[config.mk]
export PLATFORM = sky130hd
export DESIGN_NAME = output_limiter
export DESIGN_NICKNAME = d
export VERILOG_FILES = /design/src/rtl/limiter_pkg.sv /design/src/rtl/sat_narrow_reg.sv /design/src/rtl/output_limiter.sv
export SDC_FILE = /design/constraint.sdc
export NUM_CORES = 2
export LEC_CHECK = 0
export CAP_MARGIN = 0
export CORE_UTILIZATION = 46
export CTS_BUF_LIST = sky130_fd_sc_hd__clkbuf_8
export DETAILED_ROUTE_END_ITERATION = 7
export PLACE_DENSITY = 0.65
export SYNTH_ARGS = -nofsm -noshare
export SYNTH_HDL_FRONTEND = slang
export SYNTH_SLANG_ARGS = --single-unit
[constraint.sdc]
create_clock -name clk -period 9.5 [get_ports clk]
set_input_delay 1.425 -clock clk [delete_from_list [all_inputs] [get_ports clk]]
set_output_delay 1.425 -clock clk [all_outputs]
set_load 0.01 [all_outputs]
[src/rtl/limiter_pkg.sv]
// Shared types and helpers for the output limiter and other width-reducing stages.
package limiter_pkg;

    typedef enum logic {
        UNITY   = 1'b0,
        REDUCED = 1'b1
    } lim_state_t;

    // Widest intermediate handled by sat_narrow; callers sign-extend into it.
    localparam int unsigned SAT_W = 64;

    function automatic int unsigned unity_gain(input int unsigned frac);
        return 32'(1) << frac;
    endfunction

    function automatic int unsigned prod_width(input int unsigned fxp);
        return 3 * fxp + 1;
    endfunction

    // Clamp x to the range of a w-bit signed value.
    function automatic logic signed [SAT_W-1:0] sat_narrow(
        input logic signed [SAT_W-1:0] x,
        input int unsigned             w
    );
        logic signed [SAT_W-1:0] v_max;
        logic signed [SAT_W-1:0] v_min;
        v_max = (64'sd1 <<< (w - 1)) - 64'sd1;
        v_min = -(64'sd1 <<< (w - 1));
        if (x > v_max) begin
            return v_max;
        end else if (x < v_min) begin
            return v_min;
        end
        return x;
    endfunction

endpackage

[src/rtl/sat_narrow_reg.sv]
// Arithmetic right shift, saturate to OUT_W signed, and register with valid.
module sat_narrow_reg
    import limiter_pkg::*;
#(
    parameter int unsigned IN_W  = 49,
    parameter int unsigned OUT_W = 16,
    parameter int unsigned SHIFT = 4
) (
    input  logic                    clk,
    input  logic                    rst,
    input  logic                    i_valid,
    input  logic signed [IN_W-1:0]  i_data,
    output logic                    o_valid,
    output logic signed [OUT_W-1:0] o_data,
    output logic signed [OUT_W-1:0] o_data_c
);

    logic signed [IN_W-1:0]  w_shifted;
    logic signed [SAT_W-1:0] w_ext;

    assign w_shifted = i_data >>> SHIFT;
    assign w_ext     = {{(SAT_W - IN_W){w_shifted[IN_W-1]}}, w_shifted};
    assign o_data_c  = OUT_W'(sat_narrow(w_ext, OUT_W));

    // o_data holds its last value between valid samples.
    always_ff @(posedge clk) begin
        if (rst) begin
            o_valid <= 1'b0;
            o_data  <= '0;
        end else begin
            o_valid <= i_valid;
            if (i_valid) begin
                o_data <= o_data_c;
            end
        end
    end

endmodule

[src/rtl/output_limiter.sv]
// Automatic-gain output limiter: narrows the 2x-wide effects stream to fxp_size
// with saturation, fast attack on over-threshold samples and timed release.
module output_limiter
    import limiter_pkg::*;
#(
    parameter int unsigned fxp_size           = 16,
    parameter int unsigned bits_per_gain_frac = 4,
    parameter int unsigned attack_shift       = 3,
    parameter int unsigned release_cnt_size   = 16
) (
    input  logic                          clk,
    input  logic                          rst,
    input  logic                          i_valid,
    input  logic signed [2*fxp_size-1:0]  i_sample,
    input  logic [fxp_size-2:0]           i_threshold,
    input  logic [release_cnt_size-1:0]   i_release_period,
    output logic                          o_valid,
    output logic signed [fxp_size-1:0]    o_sample,
    output logic [fxp_size-1:0]           o_gain,
    output logic                          o_limiting
);

    localparam int unsigned IN_W   = 2 * fxp_size;
    localparam int unsigned PROD_W = prod_width(fxp_size);
    localparam int unsigned CNT_W  = release_cnt_size;
    localparam logic [fxp_size-1:0] GAIN_U   = fxp_size'(unity_gain(bits_per_gain_frac));
    localparam logic [fxp_size-1:0] GAIN_ONE = fxp_size'(1);

    lim_state_t                 r_state;
    lim_state_t                 w_state_nxt;
    logic [fxp_size-1:0]        r_gain;
    logic [fxp_size-1:0]        w_gain_nxt;
    logic [CNT_W-1:0]           r_cnt;
    logic [CNT_W-1:0]           w_cnt_nxt;
    logic signed [PROD_W-1:0]   r_prod;
    logic                       r_s1_valid;

    logic signed [PROD_W-1:0]   w_sample_ext;
    logic signed [PROD_W-1:0]   w_gain_ext;
    logic signed [PROD_W-1:0]   w_prod;
    logic signed [fxp_size-1:0] w_y;
    logic [fxp_size-1:0]        w_y_u;
    logic [fxp_size-1:0]        w_mag;
    logic                       w_over;
    logic [fxp_size-1:0]        w_step;
    logic [fxp_size-1:0]        w_step_eff;
    logic [fxp_size-1:0]        w_gain_dec;
    logic [fxp_size-1:0]        w_gain_inc;
    logic [CNT_W:0]             w_cnt_inc;
    logic [CNT_W-1:0]           w_period_eff;
    logic                       w_expire;

    // Stage 1: signed sample times zero-extended (non-negative) gain.
    assign w_sample_ext = {{(PROD_W - IN_W){i_sample[IN_W-1]}}, i_sample};
    assign w_gain_ext   = {{(PROD_W - fxp_size){1'b0}}, r_gain};
    assign w_prod       = w_sample_ext * w_gain_ext;

    always_ff @(posedge clk) begin
        if (rst) begin
            r_s1_valid <= 1'b0;
            r_prod     <= '0;
        end else begin
            r_s1_valid <= i_valid;
            if (i_valid) begin
                r_prod <= w_prod;
            end
        end
    end

    // Stage 2: shift, saturate, register the output sample.
    sat_narrow_reg #(
        .IN_W  (PROD_W),
        .OUT_W (fxp_size),
        .SHIFT (bits_per_gain_frac)
    ) u_narrow (
        .clk      (clk),
        .rst      (rst),
        .i_valid  (r_s1_valid),
        .i_data   (r_prod),
        .o_valid  (o_valid),
        .o_data   (o_sample),
        .o_data_c (w_y)
    );

    // Unsigned magnitude so the most negative value maps to 2^(fxp_size-1).
    assign w_y_u  = w_y;
    assign w_mag  = w_y[fxp_size-1] ? (~w_y_u + GAIN_ONE) : w_y_u;
    assign w_over = w_mag > {1'b0, i_threshold};

    assign w_step       = r_gain >> attack_shift;
    assign w_step_eff   = (w_step == '0) ? GAIN_ONE : w_step;
    assign w_gain_dec   = (r_gain > w_step_eff) ? (r_gain - w_step_eff) : GAIN_ONE;
    assign w_gain_inc   = r_gain + GAIN_ONE;
    assign w_cnt_inc    = {1'b0, r_cnt} + (CNT_W + 1)'(1);
    assign w_period_eff = (i_release_period == '0) ? CNT_W'(1) : i_release_period;
    assign w_expire     = w_cnt_inc >= {1'b0, w_period_eff};

    always_ff @(posedge clk) begin
        if (rst) begin
            r_state <= UNITY;
            r_gain  <= GAIN_U;
            r_cnt   <= '0;
        end else begin
            r_state <= w_state_nxt;
            r_gain  <= w_gain_nxt;
            r_cnt   <= w_cnt_nxt;
        end
    end

    // Gain FSM: over-threshold wins over a simultaneous release expiry.
    always_comb begin
        w_state_nxt = r_state;
        w_gain_nxt  = r_gain;
        w_cnt_nxt   = r_cnt;
        if (r_s1_valid) begin
            if (w_over) begin
                w_gain_nxt  = w_gain_dec;
                w_cnt_nxt   = '0;
                w_state_nxt = REDUCED;
            end else if (r_state == REDUCED) begin
                w_cnt_nxt = w_cnt_inc[CNT_W-1:0];
                if (w_expire) begin
                    w_gain_nxt = w_gain_inc;
                    w_cnt_nxt  = '0;
                    if (w_gain_inc == GAIN_U) begin
                        w_state_nxt = UNITY;
                    end
                end
            end else begin
                w_cnt_nxt  = '0;
                w_gain_nxt = GAIN_U;
            end
        end
    end

    assign o_gain     = r_gain;
    assign o_limiting = (r_state == REDUCED);

endmodule
==> reports/results.txt <==
Status: finished, final reports clean
Global-route wire length before repair: 112,000 um
Crit-path cells: clkdlybuf4s50_1 -> and2_1 -> fa_1 -> inv_1 -> fa_1 -> inv_1 -> fa_1 -> inv_1 -> fa_1 -> fa_1 -> fa_1 -> inv_1 -> ha_1 -> a21oi_1 -> nand4_1 -> nor4_1 -> o31ai_1 -> a311oi_1 -> o21ai_1 -> a21oi_1 -> xor2_1 -> o22ai_1
Share of the synthesized area in the top cell type: 0.398
Max Fclk: 114 MHz
Post-CTS setup buffers: 0
Crit-path most repeated cell: fa_1
Hold Crit Depth: 2
Htree depth: 3
Crit path max fanout: 16
DRT iter0 DRCs: 1,646
Register area: 1920 um^2
Clock sink count: 96
Port bufs: 99
Post-synth top flop: dfxtp_1
Clock Pin Slew Worst Setup and Hold Paths: 120 ps
Hold path endpoint: u_narrow.o_data[12]
CP Capture Type: flip-flop
Tcrit/Tclk final: 0.920
Yosys cell types: 83
Register area share after synthesis: 0.0782
Vias in the first global route: 21,200
Gpl congestion: 0.920
Drt first pass iters: 6
Worst r2r path cells: 21
Initial Utilization: 0.467
Die area: 54,400 um^2
Dpl hpwl: 52,400 um
Slew @ Worst Pin: 1180 ps
I/O pin cnt: 100
Worst Path Class, Setup: input pin to flip-flop
Relative slew slack: 0.216
YS warnings: 0
Drt total wl: 66,800 um
Worst hold start: u_narrow.o_data[12]
Critical path launch point type: input pin
WP buf/inv: 5
Die Y: 233 um
Root buffer cell: clkbuf_8
RSZ-0062 raised after global routing: false
Largest net degree at the start of global routing: 53
Reg-to-reg startpoint: o_gain[2]
Fraction of registers with async set/reset: 0
Area growth syn-to-layout: 6.86%
Via-to-Cell Ratio: 5.42
Fill count: 4,971
Reg2Reg Setup Slack: 1640 ps
Antenna-violating nets left: 0
DR WL/cell: 18.3 um
Pins Over Slew Limit: 0
Final net count: 3,675
Row count: 84
Number of hold violations in the final report: 0
Syn Inst Count: 2,967
Maximum clock path buffer count: 2
Core ar.: 52,700 um^2
Synth area leader: fa_1
Initial antenna violation count: 0
CTS tree: done
Syn_area_per_cell: 8.28 um^2
Mapped Nets: 3,686
Critical path origin: i_sample[16]
Yosys reg bits: 96
Setup TNS: 0 ps
Top cells by area, synth: fa_1, inv_1, ha_1
Width of the chip: 233 um
Area of the multi-input gates: 19,600 um^2
Final min period: 8740 ps
Hold Path Class: flip-flop to flip-flop
Worst EP required: 9770 ps
ANT cells: 0
MaxCap Viol Count: 0
Final setup violation count: 0
Via Count: 19,800
Post-CTS sizing: 0
Slowest stage delay, CP: 830 ps
Worst path slowest cell: clkdlybuf4s50_1
Top Family by Delay on Critical Path: adder cells
R2R Path End: r_prod[35]
Remaining Overflow, GRT: 0
Synthesized cell area: 24,600 um^2
Layout cells sized above 1: 0.0233
CTS Hold Bufs: 0
EDFF count, synth: 0
Arr. time, crit path: 9010 ps
# DRC: 0
CTS Buf Count: 9
All-Layer GR Usage: 0.260
Clk_skew: 15.7 ps
Later-pin clock latency in the skew report: 390 ps
-- synth_stat cells (13+ instances only) --
master      n
a211oi_1   17
a21o_1     36
a21oi_1   115
a31oi_1    19
and2_1    189
and3_1     19
clkbuf_1  126
dfxtp_1    96
fa_1      489
ha_1      164
inv_1     658
mux2i_1    22
nand2_1   422
nand3_1    58
nand4_1    26
nor2_1    118
nor2b_1    13
nor3_1     46
nor4_1     21
o21ai_0    34
o21ai_1    27
xnor2_1    43
xor2_1     26
-- flip-flops by register name, summed over array words and instances (netlist names) --
| name | count |
|---|---|
| u_narrow.o_data | 16 |
| u_narrow.o_valid | 1 |
| o_limiting | 1 |
| o_gain | 16 |
| r_s1_valid | 1 |
| r_cnt | 16 |
| r_prod | 45 |
-- layer usage --
layer / up-vias / GRT usage / routed length (um) / part of all wire
met5: - / 0 / 0 / 0
met4: 0 / 0.0554 / 1510 / 0.023
met3: 92 / 0.0381 / 4380 / 0.066
met2: 666 / 0.444 / 32300 / 0.48
met1: 9955 / 0.347 / 28600 / 0.43
li1: 9082 / - / - / -
-- layout by cell type, fill, tap and decap left out, drive strengths merged, types with 43 or more instances in the layout --
cell type	Yosys	final
nand3	58	58
ha	164	164
fa	489	489
inv	658	662
a21oi	115	115
and2	189	189
o21ai	63	63
dfxtp	96	96
clkdlybuf4s50	0	97
xnor2	43	43
nor2	119	119
nor3	48	48
nand2	422	422
-- kinds of logic after synthesis --
group,after synthesis,share of synthesized area
compound gates,349,0.0921
xor+xnor,69,0.0246
fa+ha+maj,653,0.482
buf+inv,809,0.124
flops,96,0.0782
mux,22,0.00896
simple gates,969,0.190
-- stage by stage --
step | instances | area, um^2 | hold WS [ps] | setup slack (ps) | utilization
after floorplan | 2967 | 24600 | 454 | 2040 | -
final | 3649 | 26300 | 477 | 761 | 0.499
after global placement | 3633 | 26100 | 466 | 476 | 0.495
after detailed placement | 3633 | 26100 | 459 | 407 | 0.495
after CTS | 3649 | 26300 | 483 | 803 | 0.499
after global routing | 3649 | 26300 | 494 | 486 | 0.499
-- worst reg2reg max path, delay by kind of cell (launching register included) --
family	cells	cell delay [ps]
DFF	1	1110
adders and majority gates	7	3430
AOI/OAI and AO/OA	7	1920
buffers and inverters	4	460
and+or+nand+nor	2	600
xor gates and xnor gates	1	230
-- worst max-delay path by stage --
stage	end	depth (start not counted)
final	r_prod[35]	22
after global routing	r_prod[31]	22
after CTS	r_prod[31]	22
after detailed placement	r_prod[31]	22
after global placement	r_prod[31]	22
after floorplan	r_prod[45]	22
-- layout make-up --
cell class	count	share of cell area
flip-flops and latches	96	0.0732
repair buffers	127	0.0454
clock buffers	9	0.00472
inverters	660	0.0943
well taps	688	0.0328
clock inverters	7	0.00319
multi-input cells	2062	0.746
Power is not shown: default switching activity piles up to over one toggle a cycle in this logic, so the estimate is an artifact.
